<file path="config.mk">
export PLATFORM = sky130hd
export DESIGN_NAME = alu_seq_flat
export DESIGN_NICKNAME = d
export VERILOG_FILES = /design/src/rtl/alu_seq_if.sv /design/src/rtl/alu_seq.sv /design/src/flat_wrapper.sv
export SDC_FILE = /design/constraint.sdc
export NUM_CORES = 1
export LEC_CHECK = 0
export CAP_MARGIN = 10
export CORE_MARGIN = 4
export CORE_UTILIZATION = 25
export DETAILED_ROUTE_END_ITERATION = 8
export GPL_TIMING_DRIVEN = 0
export PLACE_DENSITY = 0.41
export SKIP_LAST_GASP = 1
export SLEW_MARGIN = 10
export SYNTH_ARGS = -nofsm -noshare
export SYNTH_HDL_FRONTEND = slang
export SYNTH_SLANG_ARGS = --single-unit
</file>
<file path="constraint.sdc">
create_clock -name i_clk -period 3.4 [get_ports i_clk]
set_input_delay 0.68 -clock i_clk [delete_from_list [all_inputs] [get_ports i_clk]]
set_output_delay 0.68 -clock i_clk [all_outputs]
set_load 0.02 [all_outputs]
</file>
<file path="src/rtl/alu_seq_if.sv">
// Request channel of the ALU sequencer: a valid/ready handshake that carries
// one operation code and one operand per transfer.
interface alu_seq_if #(
  parameter int SIZE = 8
);
  logic            i_valid;
  logic            o_ready;
  logic [1:0]      i_op;
  logic [SIZE-1:0] i_operand;

  // The requester drives valid/op/operand and watches ready
  modport master (
    output i_valid,
    output i_op,
    output i_operand,
    input  o_ready
  );

  // The sequencer consumes the request and reports when it can take one
  modport slave (
    input  i_valid,
    input  i_op,
    input  i_operand,
    output o_ready
  );
endinterface

</file>
<file path="src/rtl/alu_seq.sv">
// Sequencing front end for the combinational ALU. It takes one request at a
// time, drives the ALU operands, folds the ALU sum back into an accumulator
// and reports completion plus zero/negative/overflow flags. MUL reuses the
// ALU adder as a shift-add multiplier over SIZE cycles.
module alu_seq #(
  parameter int SIZE = 8
) (
  input  logic            i_clk,
  input  logic            i_rst_n,
  alu_seq_if.slave        req,
  output logic [SIZE-1:0] o_alu_s1,
  output logic [SIZE-1:0] o_alu_s2,
  output logic            o_alu_en,
  output logic [2:0]      o_alu_func,
  input  logic [SIZE-1:0] i_alu_result,
  input  logic            i_alu_carry,
  output logic [SIZE-1:0] o_acc,
  output logic            o_done,
  output logic            o_zero,
  output logic            o_negative,
  output logic            o_overflow
);

  localparam int CW = (SIZE > 1) ? $clog2(SIZE) : 1;
  localparam logic [CW-1:0] CNT_LAST = CW'(SIZE - 1);

  localparam logic [1:0] OP_NOP  = 2'b00;
  localparam logic [1:0] OP_LOAD = 2'b01;
  localparam logic [1:0] OP_ADD  = 2'b10;
  localparam logic [1:0] OP_MUL  = 2'b11;

  typedef enum logic [1:0] {IDLE, EXEC, MUL, DONE} state_t;

  state_t          state_q, state_d;
  logic [SIZE-1:0] acc_q, acc_d;
  logic            ovf_q, ovf_d;
  logic            zero_q, zero_d;
  logic            neg_q, neg_d;
  logic [SIZE-1:0] operand_q, operand_d;
  logic [SIZE-1:0] p_q, p_d;
  logic [SIZE-1:0] m_q, m_d;
  logic [SIZE-1:0] q_q, q_d;
  logic [CW-1:0]   cnt_q, cnt_d;
  logic            sticky_q, sticky_d;
  logic [SIZE-1:0] alu_s1;
  logic [SIZE-1:0] alu_s2;
  logic            alu_en;

  // State register plus all datapath registers; reset lands in IDLE with an
  // empty accumulator, so the zero flag starts out set
  always_ff @(posedge i_clk or negedge i_rst_n) begin
    if (!i_rst_n) begin
      state_q   <= IDLE;
      acc_q     <= '0;
      ovf_q     <= 1'b0;
      zero_q    <= 1'b1;
      neg_q     <= 1'b0;
      operand_q <= '0;
      p_q       <= '0;
      m_q       <= '0;
      q_q       <= '0;
      cnt_q     <= '0;
      sticky_q  <= 1'b0;
    end else begin
      state_q   <= state_d;
      acc_q     <= acc_d;
      ovf_q     <= ovf_d;
      zero_q    <= zero_d;
      neg_q     <= neg_d;
      operand_q <= operand_d;
      p_q       <= p_d;
      m_q       <= m_d;
      q_q       <= q_d;
      cnt_q     <= cnt_d;
      sticky_q  <= sticky_d;
    end
  end

  // Next-state and ALU drive; the MUL overflow is sticky across the loop and
  // also catches multiplicand bits shifted off the top while multiplier bits
  // that would still have used them remain
  always_comb begin
    state_d   = state_q;
    acc_d     = acc_q;
    ovf_d     = ovf_q;
    operand_d = operand_q;
    p_d       = p_q;
    m_d       = m_q;
    q_d       = q_q;
    cnt_d     = cnt_q;
    sticky_d  = sticky_q;
    alu_s1    = '0;
    alu_s2    = '0;
    alu_en    = 1'b0;

    case (state_q)
      IDLE: begin
        if (req.i_valid) begin
          operand_d = req.i_operand;
          case (req.i_op)
            OP_NOP: begin
              ovf_d   = 1'b0;
              state_d = DONE;
            end
            OP_LOAD: begin
              acc_d   = req.i_operand;
              ovf_d   = 1'b0;
              state_d = DONE;
            end
            OP_ADD: begin
              state_d = EXEC;
            end
            OP_MUL: begin
              p_d      = '0;
              m_d      = acc_q;
              q_d      = req.i_operand;
              cnt_d    = '0;
              sticky_d = 1'b0;
              state_d  = MUL;
            end
            default: state_d = IDLE;
          endcase
        end
      end
      EXEC: begin
        alu_s1  = acc_q;
        alu_s2  = operand_q;
        alu_en  = 1'b1;
        acc_d   = i_alu_result;
        ovf_d   = i_alu_carry;
        state_d = DONE;
      end
      MUL: begin
        alu_s1   = p_q;
        alu_s2   = q_q[0] ? m_q : '0;
        alu_en   = 1'b1;
        p_d      = i_alu_result;
        m_d      = m_q << 1;
        q_d      = q_q >> 1;
        sticky_d = sticky_q | i_alu_carry | (m_q[SIZE-1] && ((q_q >> 1) != '0));
        cnt_d    = cnt_q + 1'b1;
        if (cnt_q == CNT_LAST) begin
          acc_d   = i_alu_result;
          ovf_d   = sticky_d;
          state_d = DONE;
        end
      end
      DONE: begin
        state_d = IDLE;
      end
      default: state_d = IDLE;
    endcase

    zero_d = (acc_d == '0);
    neg_d  = acc_d[SIZE-1];
  end

  assign req.o_ready = (state_q == IDLE);
  assign o_done      = (state_q == DONE);
  assign o_alu_s1    = alu_s1;
  assign o_alu_s2    = alu_s2;
  assign o_alu_en    = alu_en;
  assign o_alu_func  = 3'b000;
  assign o_acc       = acc_q;
  assign o_zero      = zero_q;
  assign o_negative  = neg_q;
  assign o_overflow  = ovf_q;

endmodule

</file>
<file path="src/flat_wrapper.sv">
// flat-port wrapper written by rule: the top's interface ports become plain ports
module alu_seq_flat 
#(
  parameter int SIZE = 8
)
  (i_clk, i_rst_n, o_alu_s1, o_alu_s2, o_alu_en, o_alu_func, i_alu_result, i_alu_carry, o_acc, o_done, o_zero, o_negative, o_overflow, req_i_valid, req_i_op, req_i_operand, req_o_ready);
  alu_seq_if #(.SIZE(SIZE)) req_i ();
  input  logic i_clk;
  input  logic i_rst_n;
  output logic [SIZE-1:0] o_alu_s1;
  output logic [SIZE-1:0] o_alu_s2;
  output logic o_alu_en;
  output logic [2:0] o_alu_func;
  input  logic [SIZE-1:0] i_alu_result;
  input  logic i_alu_carry;
  output logic [SIZE-1:0] o_acc;
  output logic o_done;
  output logic o_zero;
  output logic o_negative;
  output logic o_overflow;
  input wire logic [$bits(req_i.i_valid)-1:0] req_i_valid;
  input wire logic [$bits(req_i.i_op)-1:0] req_i_op;
  input wire logic [$bits(req_i.i_operand)-1:0] req_i_operand;
  output wire logic [$bits(req_i.o_ready)-1:0] req_o_ready;
  assign req_i.i_valid = req_i_valid;
  assign req_i.i_op = req_i_op;
  assign req_i.i_operand = req_i_operand;
  assign req_o_ready = req_i.o_ready;
  alu_seq #(.SIZE(SIZE)) u_core (.i_clk(i_clk), .i_rst_n(i_rst_n), .req(req_i), .o_alu_s1(o_alu_s1), .o_alu_s2(o_alu_s2), .o_alu_en(o_alu_en), .o_alu_func(o_alu_func), .i_alu_result(i_alu_result), .i_alu_carry(i_alu_carry), .o_acc(o_acc), .o_done(o_done), .o_zero(o_zero), .o_negative(o_negative), .o_overflow(o_overflow));
endmodule
</file>
**Yosys cells after proc, flatten, opt, wreduce, memory -nomap -nowiden**

Cells that the tools add are included.

- Bitwise gates (word level): 2
- Mux-type cells: 31
- Equal/unequal tests: 11
- Reduce and logical (&&, ||, !) cells: 13
- Add/subtract/negate cells: 1

Operators by type and width:

| kind | count |
|---|---|
| $mux 8 | 10 |
| $pmux 8 s2 | 5 |
| $pmux 8 s3 | 1 |
| $eq 2x2->1 const B | 4 |
| $logic_not 8->1 | 1 |
| $pmux 2 s4 | 1 |
| $reduce_bool 8->1 | 1 |
| $mux 1 | 6 |
| $mux 3 | 2 |
| $pmux 2 s3 | 1 |
| $pmux 3 s2 | 1 |
| $eq 2x1->1 const B | 2 |
| $logic_not 2->1 | 2 |
| $mux 2 | 2 |
| $ne 2x1->1 const B | 2 |
| $ne 2x2->1 const B | 2 |
| $reduce_and 2->1 | 2 |
| $reduce_and 4->1 | 1 |
| $reduce_or 2->1 | 2 |
| $add 3x1->3 const B | 1 |
| $eq 3x3->1 const B | 1 |
| $pmux 1 s3 | 1 |
| $reduce_and 3->1 | 1 |
| $reduce_bool 3->1 | 1 |
| other kinds (4) | 5 |

- Logic and storage cells: 69
- Input port bits: 22
- Register bits after elaboration: 49

**Logic depth before layout (Yosys ltp)**

- Depth in word-level cells: 5
- Depth in mapped cells: 9
- Gate-level depth less buffers: 7

**Least setup slack after synthesis**

OpenSTA, ideal clock, no wires.

- Path type: flip-flop to output port
- From: reg u_core.state_q[1]
- To: out o_alu_s1[7]
- Buffers on the path: 2
- Stages on the path, launching flop included: 7
- Data arrival time: 1.753 ns
- Slack: 0.967 ns
- Path through: dfrtp_1 inv_1 ha_1 clkbuf_1 clkbuf_1 a22oi_1 nor2b_1

- Word-level cells in the longest chain between the ends: 2
- Elaborated cells on any way between the ends: 3
- Those cells by class: eq/ne (2); mux (1)

RTL lines:

| element | line | RTL |
|---|---|---|
| start: declaration | alu_seq.sv:34 | `state_t state_q, state_d;` |
| start signal: assignment | alu_seq.sv:65 | `state_q <= state_d;` |
| $eq 2x2->1 or $eq 2x1->1 (tied branches) | alu_seq.sv:96 | `case (state_q)` |
| $pmux 8 s2 * | alu_seq.sv:96 |  |
| end: declaration | flat_wrapper.sv:10 | `output logic [SIZE-1:0] o_alu_s1;` |

Every way passes the cells marked *; elsewhere a longest branch is shown, timed or not.

**Final worst setup path**

- From: reg u_core.state_q[1]
- To: out o_alu_s2[7]

- Word-level cells in the longest chain between the ends: 2
- Elaborated cells on any way between the ends: 3
- Those cells by class: eq/ne (2); mux (1)

RTL lines:

| element | line | RTL |
|---|---|---|
| $eq 2x2->1 or $eq 2x1->1 (tied branches) | alu_seq.sv:96 |  |
| $pmux 8 s2 * | alu_seq.sv:96 |  |
| end: declaration | flat_wrapper.sv:11 | `output logic [SIZE-1:0] o_alu_s2;` |

Marks and branches as above.

==> results.toml <==
[timing]
tightest_slew_ps = 631
slew_headroom = 0.579
layout_min_cycle_time_ps = 3210
maxSlewViolCount = 0
rsz0062_at_grt = "false"
finalCritPeriodShare = 0.945
hold_violations = 0
setup_tns_ps = 0
fmax_mhz = 311
skew_ps = 8.34
setup_viol = 0
setup_ws_ps = 188

[clocking]
clockRootBuffer = "clkbuf_8"
postCtsSetupRepairBufs = 0
htree_levels = 2
cts_buffers = 5
clock-sinks = 48
clockBufferDepth = 2
cts_tree = "yes"
clkLatencyLatePin_ps = 300
path_clk_slew_ps = 100

[worst_setup_path]
timing.rr.start = "u_core.state_q[0]$_DFFE_PN0P_"
crit_type = "flop to output port"
crit_path_start_kind = "flop"
critical-path-max-stage-delay_ps = 610
cp-startpoint = "u_core.state_q[1]$_DFFE_PN0P_"
crit_top_cell = "clkbuf_4"
worstPathMaxFanout = 10
regToRegSetupSlack_ps = 1110
critical_path.cell_chain = "inv_1 -> ha_2 -> clkbuf_4 -> clkbuf_4 -> a22oi_1 -> nor2b_1 -> clkdlybuf4s50_1"
r2r_end = "u_core.p_q[5]$_DFFE_PN0P_"
crit_arrival_ps = 2530
cp.required_ps = 2720
crit_slowest_cell = "clkdlybuf4s50_1"
end_kind = "output port"
ff2ff_path_depth = 9

[logic_synthesis]
postSynthCellCount = 299
yosys_warnings = 0
synth_compound_area_frac = 0.191
ys_seq_area_frac = 0.432
synth.area.mux_share = 0.0827
syn_area_per_cell_um2 = 9.31
synth-xor-area-share = 0
synth_edf_count = 0
synth_top_family_by_area = "simple AND/OR/NAND/NOR gates"
async_flop_share = 1.00
ys.flop_type = "dfrtp_1"
syn_area_um2 = 2780
synthAdderAreaFrac = 0.0360
synthSimpleGateAreaFrac = 0.201
ys_types = 48
ys_ff_latch = 48

[detailed_routing]
antenna_left = 0
dr.pass1.iters = 5
drc = 0
post_drt_wl_per_cell_um = 18.9
vias = 2438
routed_wl_mm = 9.45
vias_per_cell = 4.88
drt_iter0_drc = 134

[placement]
gp_congestion = 0.800
io_buffers = 51
hpwl_mm = 7.02
place_ws_ps = -178

[power_and_ir_drop]
switching_share = 0.464
power_leakage_nw = 1.53
power_mw = 3.57
vdd_drop_max_v = 0.000304
power_frac_seq = 0.294
power_density_nw_per_um2 = 990
clock_power_share = 0.108
intPower_mw = 1.91
p_sw_mw = 1.66
comb_power_share = 0.597

[flow_run]
maxCapViolCount = 0

[hold_path]
hold_path.class = "input port to asynchronous set/reset pin"

[status]
status = "finished clean"

[final_layout]
area_growth_pct = 29.5
nets = 390
ff_latch_area_um2 = 1200
final.fill_count = 1121
antennaDiodeCount = 0
drive_gt1_frac = 0.122
multi_input_area_um2 = 1440

[grt]
grt_remaining_overflow = 0
grt_pass1_vias = 2583
grt_max_degree = 32
gr-usage-all-layers = 0.150
antenna_found_initial = 0
grt_pass1_wl_mm = 15.0

[floorplanning]
io_pins = 55
core_um2 = 10900
num_rows = 38
dieArea_um2 = 12900
dieWidth_um = 114
initial_utilization = 0.256
die_height_um = 114
## sequential cells by signal (all words and copies together) (netlist names)
register	count
u_core.o_overflow	1
u_core.cnt_q	3
u_core.p_q	8
u_core.operand_q	8
u_core.sticky_q	1
u_core.q_q	8
u_core.m_q	8
u_core.o_zero	1
u_core.o_acc	8
u_core.state_q	2
## power groups by stage
stage / Combinational [mW] / Clock (mW) / Sequential, mW
floorplan: 1.35 / 0 / 1.02
global placement: 2.12 / 0 / 1.06
detailed placement: 2.13 / 0 / 1.06
CTS: 2.15 / 0.399 / 1.05
global route: 2.34 / 0.420 / 1.09
finish: 2.13 / 0.387 / 1.05
## metal layers
| metal | up-vias | GRT usage | share of wire |
|---|---|---|---|
| li1 | 1181 | - | - |
| met1 | 1185 | 0.216 | 0.51 |
| met2 | 62 | 0.238 | 0.45 |
| met3 | 10 | 0.0244 | 0.030 |
| met4 | 0 | 0.0329 | 0.012 |
| met5 | - | 0 | 0 |
## cells by family (layout without fill, tap and decap cells)
kind of cell	count (synthesis)	count (layout)
compound gates	78	78
other cells	1	3
flops	48	48
fa+ha+maj	8	8
simple gates	110	110
buf+inv	32	91
mux	22	22
## placed cells by master (no fill, tap or decap), types with 3 or more instances in the layout
master,n
nand2_1,39
clkdlybuf4s50_1,50
o211ai_1,5
o211a_1,4
mux2_2,8
o21ai_1,6
a22oi_1,16
ha_1,6
nand3_1,12
buf_4,6
conb_1,3
a22o_1,3
a31oi_1,3
dfrtp_1,47
inv_1,7
clkbuf_8,7
nor2_1,21
buf_2,7
o22ai_1,4
nor3_1,4
a21oi_1,24
clkbuf_1,6
nor2b_1,16
and3_1,5
mux2i_1,14
## worst max-delay path by stage
stage	slack, ps	end	cells past startpoint
2_1_floorplan	970	o_alu_s1[7]	6
3_3_place_gp	-140	o_alu_s2[7]	7
3_5_place_dp	-180	o_alu_s1[7]	7
4_1_cts	70	o_alu_s2[7]	7
5_1_grt	30	o_alu_s2[7]	7
6_report	190	o_alu_s2[7]	7
## area by class of cell
type / count / area share
clock buffer: 7 / 0.0267
sequential: 48 / 0.334
timing repair buffer: 52 / 0.146
buffer: 23 / 0.0371
multi-input combinational: 221 / 0.399
inverter: 9 / 0.00937
tap: 140 / 0.0486
## per-stage QoR
step / util / instance area (um^2) / hold WS (ps) / std cells
CTS: 0.330 / 3600 / 322 / 500
detailed placement: 0.321 / 3490 / 457 / 493
finish: 0.331 / 3600 / 316 / 500
global route: 0.331 / 3600 / 335 / 500
floorplan: - / 2790 / 384 / 301
global placement: 0.319 / 3480 / 450 / 492
## cells in the mapped netlist, types with 2 or more instances
cell type  number  area (um^2)
a22o_1          3         26.3
nor3_1          4         20.0
a22oi_1        16          120
and2_1          2         12.5
buf_2           5         25.0
inv_1           7         26.3
buf_4           6         45.0
nand3b_1        2         15.0
o22ai_1         4         25.0
ha_1            8          100
a31oi_1         3         18.8
dfrtp_1        47         1180
nor2_1         21         78.8
a21o_1          2         15.0
o21ai_1         6         30.0
o21ai_0         2         10.0
mux2_2          8         90.1
a21oi_1        24          120
o211a_1         4         40.0
o211ai_1        5         37.5
nor2b_1        16          100
nand2_1        39          146
inv_2           2         7.51
mux2i_1        14          140
nand3_1        12         60.1
and3_1          5         31.3
a311oi_1        2         17.5
clkbuf_1       10         37.5
## timing repair
| item | 4_1_cts | 5_1_grt |
|---|---|---|
| setup endpoints to repair | 14 | 10 |
| resized for setup | 6 | 4 |
| hold endpoints to repair | 0 | 0 |
| hold buffers | 0 | 0 |
## worst max-delay path: cells and delay by family, from the launching register on
kind                     cells  cell delay (ps)
buffers and inverters        4             1270
flip-flops                   1              430
AO/OA/AOI/OAI                1              110
AND/OR/NAND/NOR              1              130
adder cells (fa/ha/maj)      1              270
Note: power is estimated with default switching activity, not from simulation.
